[config.mk]
export PLATFORM = sky130hd
export DESIGN_NAME = strided_window_addr_gen_flat
export DESIGN_NICKNAME = d
export VERILOG_FILES = /design/src/rtl/strided_window_addr_gen_if.sv /design/src/rtl/strided_window_addr_gen.sv /design/src/flat_wrapper.sv
export SDC_FILE = /design/constraint.sdc
export NUM_CORES = 1
export LEC_CHECK = 0
export ABC_AREA = 1
export ABC_CLOCK_PERIOD_IN_PS = 35200
export CAP_MARGIN = 20
export CORE_MARGIN = 3
export CORE_UTILIZATION = 55
export CTS_CLUSTER_DIAMETER = 150
export CTS_CLUSTER_SIZE = 16
export DETAILED_ROUTE_END_ITERATION = 6
export MAX_ROUTING_LAYER = met4
export PLACE_DENSITY = 0.74
export RECOVER_POWER = 50
export SKIP_CTS_REPAIR_TIMING = 1
export SLEW_MARGIN = 40
export SYNTH_ARGS = -nofsm -noshare
export SYNTH_HDL_FRONTEND = slang
export SYNTH_SLANG_ARGS = --single-unit
[constraint.sdc]
create_clock -name clk -period 35.2 [get_ports clk]
set_input_delay 7.04 -clock clk [delete_from_list [all_inputs] [get_ports clk]]
set_output_delay 7.04 -clock clk [all_outputs]
set_load 0.03 [all_outputs]
[src/rtl/strided_window_addr_gen_if.sv]
// Read-element stream from the window address generator to the banked buffer.
// The generator owns valid and the rd_* payload; the consumer owns ready.
interface strided_window_addr_gen_if #(
    parameter int N_BUF_X    = 10,
    parameter int B_BUF_ADDR = 9
);
    localparam int SEL_W = $clog2(N_BUF_X + 1);

    logic                          out_valid;
    logic                          out_ready;
    logic [N_BUF_X*B_BUF_ADDR-1:0] rd_addr;
    logic [SEL_W-1:0]              rd_sel;
    logic                          rd_pad;
    logic                          rd_last;

    modport master (
        output out_valid, rd_addr, rd_sel, rd_pad, rd_last,
        input  out_ready
    );

    modport slave (
        input  out_valid, rd_addr, rd_sel, rd_pad, rd_last,
        output out_ready
    );
endinterface

[src/rtl/strided_window_addr_gen.sv]
// Strided conv-window read-address generator for a column-banked feature-map buffer.
// Walks x, y, dx, dy, dc (outer to inner) and emits one bank address per accepted element.
module strided_window_addr_gen #(
    parameter int N_BUF_X    = 10,
    parameter int B_BUF_ADDR = 9,
    parameter int B_COORD    = 9,
    parameter int B_CWRAP    = 7,
    parameter int B_STRIDE   = 2
) (
    input  logic                      clk,
    input  logic                      rst,
    input  logic                      start,
    input  logic [B_STRIDE-1:0]       stride,
    input  logic [B_STRIDE-1:0]       pad,
    input  logic [B_COORD-1:0]        w_ftm,
    input  logic [B_COORD-1:0]        h_ftm,
    input  logic [B_COORD-1:0]        w_wei,
    input  logic [B_COORD-1:0]        h_wei,
    input  logic [B_CWRAP-1:0]        n_wrap_c,
    input  logic [B_BUF_ADDR-1:0]     base_addr,
    strided_window_addr_gen_if.master rd,
    output logic                      busy,
    output logic                      done,
    output logic                      cfg_err,
    output logic [B_BUF_ADDR-1:0]     next_base
);
    localparam int SEL_W   = $clog2(N_BUF_X + 1);
    localparam int SW1     = SEL_W + 1;
    localparam int PW      = B_COORD + 2;
    localparam int W2      = B_COORD + 3;
    localparam int MAX_BLK = ((1 << B_COORD) + N_BUF_X - 2) / N_BUF_X;

    typedef enum logic {IDLE, RUN} state_t;
    state_t state, state_next;

    logic accept_start, reject_start, finish, load;
    logic cfg_legal;
    logic [B_COORD-1:0] blocks_in;

    logic [B_STRIDE-1:0]   stride_r, pad_r;
    logic [B_COORD-1:0]    w_ftm_r, h_ftm_r, w_wei_r, h_wei_r, blocks_r;
    logic [B_CWRAP-1:0]    n_wrap_r;
    logic [B_BUF_ADDR-1:0] base_r, blk_step_r;

    logic [PW-1:0]      x_r, y_r;
    logic [B_COORD-1:0] dx_r, dy_r;
    logic [B_CWRAP-1:0] dc_r;
    logic [SEL_W-1:0]   ox_bank, cx_bank;
    logic [B_COORD-1:0] ox_blk, cx_blk;
    logic               gen_pending;

    logic                          valid_q, last_q, pad_q;
    logic [SEL_W-1:0]              sel_q;
    logic [N_BUF_X*B_BUF_ADDR-1:0] addr_q;

    logic dc_last, dy_last, dx_last, y_last, x_last, elem_last;
    logic [PW-1:0]                 px, py;
    logic                          is_pad;
    logic [B_COORD-1:0]            row, blk;
    logic [SEL_W-1:0]              bank, elem_sel;
    logic [B_BUF_ADDR-1:0]         elem_addr;
    logic [N_BUF_X*B_BUF_ADDR-1:0] elem_flat;
    logic [SW1-1:0]                ox_sum;
    logic [SEL_W-1:0]              ox_bank_nxt;
    logic [B_COORD-1:0]            ox_blk_nxt;

    assign rd.out_valid = valid_q;
    assign rd.rd_last   = last_q;
    assign rd.rd_pad    = pad_q;
    assign rd.rd_sel    = sel_q;
    assign rd.rd_addr   = addr_q;
    assign busy         = (state == RUN);

    // Config legality and the column-block count, built from constant comparators instead of a divider.
    always_comb begin
        cfg_legal = (w_ftm != '0) && (h_ftm != '0) && (w_wei != '0) && (h_wei != '0) &&
                    (n_wrap_c != '0) && (stride != '0) &&
                    (W2'(w_wei) <= W2'(w_ftm) + (W2'(pad) << 1)) &&
                    (W2'(h_wei) <= W2'(h_ftm) + (W2'(pad) << 1));
        blocks_in = '0;
        for (int k = 0; k < MAX_BLK; k++) begin
            if (int'(w_ftm) > k * N_BUF_X) begin
                blocks_in = blocks_in + 1'b1;
            end
        end
    end

    always_ff @(posedge clk) begin
        if (rst) begin
            state <= IDLE;
        end else begin
            state <= state_next;
        end
    end

    always_comb begin
        state_next   = state;
        accept_start = 1'b0;
        reject_start = 1'b0;
        finish       = 1'b0;
        load         = 1'b0;
        case (state)
            IDLE: begin
                if (start) begin
                    if (cfg_legal) begin
                        state_next   = RUN;
                        accept_start = 1'b1;
                    end else begin
                        reject_start = 1'b1;
                    end
                end
            end
            RUN: begin
                load = gen_pending && (!valid_q || rd.out_ready);
                if (valid_q && rd.out_ready && last_q) begin
                    state_next = IDLE;
                    finish     = 1'b1;
                end
            end
            default: state_next = IDLE;
        endcase
    end

    // Loop-limit tests, done in a wider width so the padded extent never underflows.
    always_comb begin
        dc_last   = (dc_r == n_wrap_r - 1'b1);
        dy_last   = (dy_r == h_wei_r - 1'b1);
        dx_last   = (dx_r == w_wei_r - 1'b1);
        y_last    = (W2'(y_r) + W2'(stride_r) + W2'(h_wei_r)) > (W2'(h_ftm_r) + (W2'(pad_r) << 1));
        x_last    = (W2'(x_r) + W2'(stride_r) + W2'(w_wei_r)) > (W2'(w_ftm_r) + (W2'(pad_r) << 1));
        elem_last = dc_last && dy_last && dx_last && y_last && x_last;

        ox_sum = SW1'(ox_bank) + SW1'(stride_r);
        if (ox_sum >= SW1'(N_BUF_X)) begin
            ox_bank_nxt = SEL_W'(ox_sum - SW1'(N_BUF_X));
            ox_blk_nxt  = ox_blk + 1'b1;
        end else begin
            ox_bank_nxt = SEL_W'(ox_sum);
            ox_blk_nxt  = ox_blk;
        end
    end

    // The tracked column is in padded space; shifting it back by pad borrows one block when the bank underflows.
    always_comb begin
        px     = x_r + PW'(dx_r);
        py     = y_r + PW'(dy_r);
        is_pad = (px < PW'(pad_r)) || (px >= PW'(w_ftm_r) + PW'(pad_r)) ||
                 (py < PW'(pad_r)) || (py >= PW'(h_ftm_r) + PW'(pad_r));
        row    = B_COORD'(py - PW'(pad_r));
        if (cx_bank >= SEL_W'(pad_r)) begin
            bank = cx_bank - SEL_W'(pad_r);
            blk  = cx_blk;
        end else begin
            bank = cx_bank + SEL_W'(N_BUF_X) - SEL_W'(pad_r);
            blk  = cx_blk - 1'b1;
        end
        elem_addr = base_r + B_BUF_ADDR'(blk) * blk_step_r +
                    B_BUF_ADDR'(n_wrap_r) * B_BUF_ADDR'(row) + B_BUF_ADDR'(dc_r);
        elem_sel  = is_pad ? SEL_W'(N_BUF_X) : bank;
        elem_flat = '0;
        for (int i = 0; i < N_BUF_X; i++) begin
            if (!is_pad && (bank == SEL_W'(i))) begin
                elem_flat[i*B_BUF_ADDR +: B_BUF_ADDR] = elem_addr;
            end
        end
    end

    always_ff @(posedge clk) begin
        if (rst) begin
            stride_r    <= '0;
            pad_r       <= '0;
            w_ftm_r     <= '0;
            h_ftm_r     <= '0;
            w_wei_r     <= '0;
            h_wei_r     <= '0;
            n_wrap_r    <= '0;
            base_r      <= '0;
            blk_step_r  <= '0;
            blocks_r    <= '0;
            x_r         <= '0;
            y_r         <= '0;
            dx_r        <= '0;
            dy_r        <= '0;
            dc_r        <= '0;
            ox_bank     <= '0;
            ox_blk      <= '0;
            cx_bank     <= '0;
            cx_blk      <= '0;
            gen_pending <= 1'b0;
            valid_q     <= 1'b0;
            last_q      <= 1'b0;
            pad_q       <= 1'b0;
            sel_q       <= '0;
            addr_q      <= '0;
            done        <= 1'b0;
            cfg_err     <= 1'b0;
            next_base   <= '0;
        end else begin
            done <= 1'b0;
            if (accept_start) begin
                stride_r    <= stride;
                pad_r       <= pad;
                w_ftm_r     <= w_ftm;
                h_ftm_r     <= h_ftm;
                w_wei_r     <= w_wei;
                h_wei_r     <= h_wei;
                n_wrap_r    <= n_wrap_c;
                base_r      <= base_addr;
                blk_step_r  <= B_BUF_ADDR'(n_wrap_c) * B_BUF_ADDR'(h_ftm);
                blocks_r    <= blocks_in;
                x_r         <= '0;
                y_r         <= '0;
                dx_r        <= '0;
                dy_r        <= '0;
                dc_r        <= '0;
                ox_bank     <= '0;
                ox_blk      <= '0;
                cx_bank     <= '0;
                cx_blk      <= '0;
                gen_pending <= 1'b1;
                cfg_err     <= 1'b0;
            end
            if (reject_start) begin
                cfg_err <= 1'b1;
                done    <= 1'b1;
            end
            if (finish) begin
                done      <= 1'b1;
                next_base <= base_r + B_BUF_ADDR'(blocks_r) * blk_step_r;
            end
            if (load) begin
                valid_q <= 1'b1;
                last_q  <= elem_last;
                pad_q   <= is_pad;
                sel_q   <= elem_sel;
                addr_q  <= elem_flat;
                if (elem_last) begin
                    gen_pending <= 1'b0;
                end
                if (!dc_last) begin
                    dc_r <= dc_r + 1'b1;
                end else begin
                    dc_r <= '0;
                    if (!dy_last) begin
                        dy_r <= dy_r + 1'b1;
                    end else begin
                        dy_r <= '0;
                        if (!dx_last) begin
                            dx_r <= dx_r + 1'b1;
                            if (cx_bank == SEL_W'(N_BUF_X - 1)) begin
                                cx_bank <= '0;
                                cx_blk  <= cx_blk + 1'b1;
                            end else begin
                                cx_bank <= cx_bank + 1'b1;
                            end
                        end else begin
                            dx_r <= '0;
                            if (!y_last) begin
                                y_r     <= y_r + PW'(stride_r);
                                cx_bank <= ox_bank;
                                cx_blk  <= ox_blk;
                            end else begin
                                y_r     <= '0;
                                x_r     <= x_r + PW'(stride_r);
                                ox_bank <= ox_bank_nxt;
                                ox_blk  <= ox_blk_nxt;
                                cx_bank <= ox_bank_nxt;
                                cx_blk  <= ox_blk_nxt;
                            end
                        end
                    end
                end
            end else if (rd.out_ready) begin
                valid_q <= 1'b0;
            end
        end
    end
endmodule

[src/flat_wrapper.sv]
// flat-port wrapper written by rule: the top's interface ports become plain ports
module strided_window_addr_gen_flat 
#(
    parameter int N_BUF_X    = 10,
    parameter int B_BUF_ADDR = 9,
    parameter int B_COORD    = 9,
    parameter int B_CWRAP    = 7,
    parameter int B_STRIDE   = 2
)
  (clk, rst, start, stride, pad, w_ftm, h_ftm, w_wei, h_wei, n_wrap_c, base_addr, busy, done, cfg_err, next_base, rd_out_valid, rd_rd_addr, rd_rd_sel, rd_rd_pad, rd_rd_last, rd_out_ready);
  strided_window_addr_gen_if #(.N_BUF_X(N_BUF_X), .B_BUF_ADDR(B_BUF_ADDR)) rd_i ();
  input  logic clk;
  input  logic rst;
  input  logic start;
  input  logic [B_STRIDE-1:0] stride;
  input  logic [B_STRIDE-1:0] pad;
  input  logic [B_COORD-1:0] w_ftm;
  input  logic [B_COORD-1:0] h_ftm;
  input  logic [B_COORD-1:0] w_wei;
  input  logic [B_COORD-1:0] h_wei;
  input  logic [B_CWRAP-1:0] n_wrap_c;
  input  logic [B_BUF_ADDR-1:0] base_addr;
  output logic busy;
  output logic done;
  output logic cfg_err;
  output logic [B_BUF_ADDR-1:0] next_base;
  output wire logic [$bits(rd_i.out_valid)-1:0] rd_out_valid;
  output wire logic [$bits(rd_i.rd_addr)-1:0] rd_rd_addr;
  output wire logic [$bits(rd_i.rd_sel)-1:0] rd_rd_sel;
  output wire logic [$bits(rd_i.rd_pad)-1:0] rd_rd_pad;
  output wire logic [$bits(rd_i.rd_last)-1:0] rd_rd_last;
  input wire logic [$bits(rd_i.out_ready)-1:0] rd_out_ready;
  assign rd_out_valid = rd_i.out_valid;
  assign rd_rd_addr = rd_i.rd_addr;
  assign rd_rd_sel = rd_i.rd_sel;
  assign rd_rd_pad = rd_i.rd_pad;
  assign rd_rd_last = rd_i.rd_last;
  assign rd_i.out_ready = rd_out_ready;
  strided_window_addr_gen #(.N_BUF_X(N_BUF_X), .B_BUF_ADDR(B_BUF_ADDR), .B_COORD(B_COORD), .B_CWRAP(B_CWRAP), .B_STRIDE(B_STRIDE)) u_core (.clk(clk), .rst(rst), .start(start), .stride(stride), .pad(pad), .w_ftm(w_ftm), .h_ftm(h_ftm), .w_wei(w_wei), .h_wei(h_wei), .n_wrap_c(n_wrap_c), .base_addr(base_addr), .rd(rd_i), .busy(busy), .done(done), .cfg_err(cfg_err), .next_base(next_base));
endmodule
Yosys cells after proc, flatten, opt, wreduce, memory -nomap -nowiden
Cells that the tools add are included.
- $add $sub $neg: 85
- $mul: 4
- order comparisons: 62
- eq/ne operators: 13
- mux-type cells: 137
- bitwise logic cells: 1
- reductions and logical operators: 40
- operators with widths (cell ; number):
    9-bit 2-to-1 mux ; 85
    9-bit by 1-bit adder with 9-bit output, second input constant ; 55
    9-bit > comparator, second input constant ; 26
    11-bit 2-to-1 mux ; 12
    9-bit by 8-bit > comparator with 1-bit output, second input constant ; 13
    4-bit 2-to-1 mux ; 16
    9-bit by 7-bit > comparator with 1-bit output, second input constant ; 6
    9-bit by 3-bit adder with 10-bit output ; 4
    9-bit nonzero test ; 4
    9-bit adder ; 3
    9-bit by 6-bit > comparator with 1-bit output, second input constant ; 3
    9-bit by 1-bit subtractor with 9-bit output, second input constant ; 3
    11-bit by 2-bit adder with 12-bit output ; 2
    12-bit by 9-bit adder with 12-bit output ; 2
    12-bit > comparator ; 2
    9-bit by 12-bit <= comparator with 1-bit output ; 2
    1-bit logical AND ; 24
    11-bit by 2-bit adder with 11-bit output ; 2
    11-bit by 9-bit adder with 11-bit output ; 2
    11-bit by 2-bit less-than comparator with 1-bit output ; 2
    7-bit 2-to-1 mux ; 3
    9-bit by 2-bit adder with 10-bit output ; 2
    1-bit 2-to-1 mux ; 20
    9-bit equality test ; 2
    other kinds (30) ; 47
- register bits after elaboration: 257
- input bits: 60
- output and inout bits: 109
- logic and storage cells: 371

Longest topological paths before layout
- depth after elaboration: 104
- depth in mapped cells: 178
- depth with buffers taken out: 177

Worst setup path before layout
No wires, ideal clock.
- path type: in2reg
- from: input port w_ftm[4]
- to: register u_core.blocks_r[8]
- setup time: 0.109 ns
- data arrival time: 32.407 ns
- data required time: 35.091 ns
- slack: 2.684 ns
- stages on the path: 175
- cells stage by stage: buf_4 -> nor2_1 -> inv_1 -> nor3_1 -> inv_1 -> ha_1 -> inv_1 -> nand2_4 -> nand2_2 -> inv_1 -> ha_1 -> inv_1 -> o21ai_1 -> ha_1 -> inv_1 -> nand2_1 -> a21boi_1 -> ha_1 -> (+139 left out) -> ha_1 -> nand2_1 -> o21ai_0 -> ha_1 -> o21ai_0 -> inv_1 -> ha_1 -> nand2_1 -> nor2_1 -> nand3_1 -> nor2_1 -> nand3_1 -> nor2_1 -> nand2_1 -> nand3_1 -> nand3_1 -> nand2_1 -> inv_1
- word-level cells in the longest chain between the ends: 104
- elaborated cells on any way between the ends: 168
- those cells by class: add/sub: 52; order compare: 53; mux: 55; reduce/logical: 8
- RTL lines (what ; line ; text):
    from (decl) ; flat_wrapper.sv:17 ; input logic [B_COORD-1:0] w_ftm;
    9-bit by 1-bit > comparator with 1-bit output ; strided_window_addr_gen.sv:82 ; if (int'(w_ftm) > k * N_BUF_X) begin
    1-bit 2-to-1 mux ; strided_window_addr_gen.sv:82 ;
    9-bit by 1-bit adder with 9-bit output ; strided_window_addr_gen.sv:83 ; blocks_in = blocks_in + 1'b1;
    9-bit 2-to-1 mux ; strided_window_addr_gen.sv:82 ;
    9-bit by 1-bit adder with 9-bit output ; strided_window_addr_gen.sv:83 ;
    9-bit 2-to-1 mux ; strided_window_addr_gen.sv:82 ;
    9-bit by 1-bit adder with 9-bit output ; strided_window_addr_gen.sv:83 ;
    9-bit 2-to-1 mux ; strided_window_addr_gen.sv:82 ;
    (+88 left out) ; n/a ;
    9-bit by 1-bit adder with 9-bit output ; strided_window_addr_gen.sv:83 ;
    9-bit 2-to-1 mux ; strided_window_addr_gen.sv:82 ;
    9-bit by 1-bit adder with 9-bit output ; strided_window_addr_gen.sv:83 ;
    9-bit 2-to-1 mux ; strided_window_addr_gen.sv:82 ;
    9-bit by 1-bit adder with 9-bit output ; strided_window_addr_gen.sv:83 ;
    9-bit 2-to-1 mux ; strided_window_addr_gen.sv:82 ;
    9-bit by 1-bit adder with 9-bit output ; strided_window_addr_gen.sv:83 ;
    9-bit 2-to-1 mux ; strided_window_addr_gen.sv:82 ;
    to (signal assigned) ; strided_window_addr_gen.sv:210 ; blocks_r <= blocks_in;
    to (decl) ; strided_window_addr_gen.sv:41 ; logic [B_COORD-1:0] w_ftm_r, h_ftm_r, w_wei_r, h_wei_r, blocks_r;
Several ways; a longest one is shown, not always the timed one.
A chain may end at the register's enable or synchronous reset.

Final worst setup path
- from: input port w_ftm[2]
- to: register u_core.blocks_r[8]
The elaborated chain is that of the path after synthesis.

==> flow_metrics.env <==
export IMPL_drtAntennaViolNets=0
export IMPL_clk_latency_ps=570
export IMPL_rrSetupSlack_ps=27010
export IMPL_ys_ff_latch=257
export IMPL_routed_via_count=31700
export IMPL_rows=88
export IMPL_endpoint="u_core.blocks_r[8]$_SDFFE_PP0P_"
export IMPL_antenna_found_initial=3
export IMPL_crit_top_cell="nand2_1"
export IMPL_ys_types=69
export IMPL_dieArea_um2=62500
export IMPL_crit_fanout=8
export IMPL_wl_met2_um=43100
export IMPL_first_pass_iters=5
export IMPL_gr_total_overflow=0
export IMPL_critPathTopFamily="adder cells"
export IMPL_r2r_start="u_core.pad_r[0]$_SDFFE_PP0P_"
export IMPL_synth_edf_count=0
export IMPL_layout_cells_non_filler=5981
export IMPL_cts_buffers=20
export IMPL_worstHoldPathType="reg2reg"
export IMPL_min_period_ps=33180
export IMPL_hpwl_um=73900
export IMPL_grt_use_total_pct=29.3
export IMPL_arrival_ps=33630
export IMPL_syn_num_nets=5528
export IMPL_slew_viol_final=216
export IMPL_fin_worst_skew_ps=33.7
export IMPL_regArea_um2=5140
export IMPL_fillers=5695
export IMPL_fin_nets=5662
export IMPL_yosysSeqAreaShare_pct=15.7
export IMPL_clk_path_buf_depth=3
export IMPL_num_io_pins=169
export IMPL_wl_per_cell_um=15.3
export IMPL_cts_tree="yes"
export IMPL_async_reset_ff_share_pct=0
export IMPL_fmax_ghz=0.0301
export IMPL_highest_layer="met4"
export IMPL_yosysWarnings=0
export IMPL_path_buf_inv=16
export IMPL_tns_ps=0
export IMPL_failed_checks="max-capacitance violations, max-slew violations"
export IMPL_htree_levels=1
export IMPL_p_leak_nw=17.7
export IMPL_drc=0
export IMPL_synth_area_per_cell_um2=6.45
export IMPL_drt_initial_drc_count=1908
export IMPL_post_route_period_util_pct=94.3
export IMPL_max_stage_delay_ps=310
export IMPL_die_x_um=250
export IMPL_final_hold_violation_count=0
export IMPL_multi_input_area_um2=24100
export IMPL_r2r_end="u_core.rd.rd_addr[71]$_SDFFE_PP0P_"
export IMPL_grt_start_max_net_pins=97
export IMPL_ir_drop_uv=128
export IMPL_power_density_nw_per_um2=73.8
export IMPL_io_buffers=168
export IMPL_drive_gt1_share_pct=13.0
export IMPL_worst_slew_pin_slew_ps=4190
export IMPL_cp_slowest_cell="ha_1"
export IMPL_total_power_w=0.00266
export IMPL_cts_sinks=257
export IMPL_crit_cells=174
export IMPL_holdWs_ps=461
export IMPL_cap_violations=3
export IMPL_relSlewSlack_pct=-179
export IMPL_worstSetupEndpointType="register"
export IMPL_critPathLaunch="w_ftm[2]"
export IMPL_status="finished with violations"
export IMPL_critPathLaunchType="input port"
export IMPL_syn2layout_area_growth_pct=10.1
export IMPL_route_met3_wl_um=5060
export IMPL_core_area_um2=58200
export IMPL_grt_pass1_vias=29800
export IMPL_reg2reg_depth=32
export IMPL_totalWireLength_um=91300
export IMPL_syn_instance_count=5078
export IMPL_grt_pass1_wl_um=148000
export IMPL_criticalPathCategory="in2reg"
export IMPL_routabilityCongestion=0.973
export IMPL_place_inst=5940
export IMPL_wl_met1_um=40700
export IMPL_utilization_pct=61.9
export IMPL_viasPerCell=5.30
export IMPL_start_util_pct=56.2
export IMPL_die_h_um=250
export IMPL_setup_viol=0
export IMPL_cp_required_ps=35650
export IMPL_synth_area_um2=32700
export IMPL_cts_root_buf="clkbuf_16"
export IMPL_synthFlopType="dfxtp_1"
export IMPL_cts_clk_slew_worst_paths_ps=80
==> sequential cells by signal, summed over array words and instances, names as in the netlist, 7 cells and up <==
register and count:
u_core.y_r 11, u_core.ox_blk 9, u_core.w_wei_r 9, u_core.h_wei_r 9, u_core.h_ftm_r 9, u_core.blk_step_r 9
u_core.rd.rd_addr 90, u_core.cx_blk 9, u_core.n_wrap_r 7, u_core.dc_r 7, u_core.x_r 11, u_core.blocks_r 9
u_core.next_base 9, u_core.w_ftm_r 9, u_core.dy_r 9, u_core.dx_r 9, u_core.base_r 9
==> power breakdown <==
| group | switching, W | total [W] | leakage (nW) | internal, W |
|---|---|---|---|---|
| sequential | 0.0000147 | 0.000313 | 2.08 | 0.000298 |
| combinational | 0.00148 | 0.00213 | 15.3 | 0.000647 |
| clock | 0.000114 | 0.000218 | 0.266 | 0.000104 |
| total | 0.00161 | 0.00266 | 17.7 | 0.00105 |
==> worst min-delay path by stage <==
stage	cells after the start	endpoint	slack (ps)	start
final	2	u_core.rd.rd_sel[2]$_SDFFE_PP0P_	460	u_core.rd.rd_sel[2]$_SDFFE_PP0P_
after global routing	2	u_core.rd.rd_addr[89]$_SDFFE_PP0P_	470	u_core.rd.rd_addr[89]$_SDFFE_PP0P_
after CTS	2	u_core.rd.rd_addr[86]$_SDFFE_PP0P_	470	u_core.rd.rd_addr[86]$_SDFFE_PP0P_
after detailed placement	2	u_core.rd.rd_addr[89]$_SDFFE_PP0P_	450	u_core.rd.rd_addr[89]$_SDFFE_PP0P_
after global placement	2	u_core.ox_blk[7]$_SDFF_PP0_	450	u_core.ox_blk[7]$_SDFF_PP0_
after floorplan	2	u_core.ox_blk[3]$_SDFF_PP0_	440	u_core.ox_blk[3]$_SDFF_PP0_
==> layout make-up <==
type | instances | area share (%)
Tap cell | 765 | 2.65
Antenna cell | 3 | 0.0208
Timing Repair Buffer | 211 | 5.58
Inverter | 875 | 9.14
Clock buffer | 21 | 1.40
Multi-Input combinational cell | 3847 | 66.8
Clock inverter | 2 | 0.128
Sequential cell | 257 | 14.3
==> per-layer routing <==
| metal | up-vias | track usage (%) |
|---|---|---|
| met5 | - | - |
| met4 | 0 | 7.57 |
| met3 | 149 | 3.25 |
| met2 | 717 | 49.7 |
| met1 | 14500 | 37.1 |
| li1 | 16400 | - |
==> layout by cell type (no fill, tap or decap), types with 50 or more instances in the layout <==
cell,instances
xor2_1,155
ha_1,273
xnor2_1,61
nand3_1,396
nor2_1,449
fa_1,116
nor2_2,50
nand3_2,157
dfxtp_1,257
nand2_2,273
a21oi_1,266
nand2_1,1142
o21ai_0,143
inv_1,825
dlygate4sd3_1,109
==> per-stage QoR <==
stage	worst slack [ps]	instance area (um2)
after floorplan	2680	32700
after global placement	606	35200
after detailed placement	-120	35200
after CTS	377	35800
after global routing	-81.5	36100
final	2020	36100
==> cells by family (layout without fill, tap and decap cells) <==
kind of cell               Yosys count  count (layout)  share of synthesized area (%)
DFF                                257             257                           15.7
AOI/OAI and AO/OA                  557             557                           9.63
muxes                                1               1                         0.0306
buffers and inverters              974            1109                           11.4
and+or+nand+nor                   2683            2683                           39.9
xor gates and xnor gates           216             216                           5.78
adders and majority gates          390             390                           17.6
other                                0               3                              0
==> tightest hold or removal path: cells and delay by family, from the launching register on <==
family,cells,cell delay [ps]
AO/OA/AOI/OAI,1,50
flip-flops,1,310
AND/OR/NAND/NOR,1,50
==> synthesized netlist by cell type, drive strengths merged (19+ instances only) <==
master / n / area (um2)
ha: 274 / 3430
fa: 116 / 2320
nand3b: 28 / 218
a21oi: 271 / 1380
nand4: 40 / 265
clkbuf: 87 / 347
nand2: 1434 / 6180
nor2: 511 / 2090
xnor2: 61 / 534
o21ai: 158 / 802
nor3: 52 / 265
dfxtp: 257 / 5140
or2: 28 / 175
clkinv: 20 / 77.6
nand3: 561 / 3670
o22ai: 19 / 119
xor2: 155 / 1360
inv: 855 / 3210
Power figures use the tool's default switching activity.
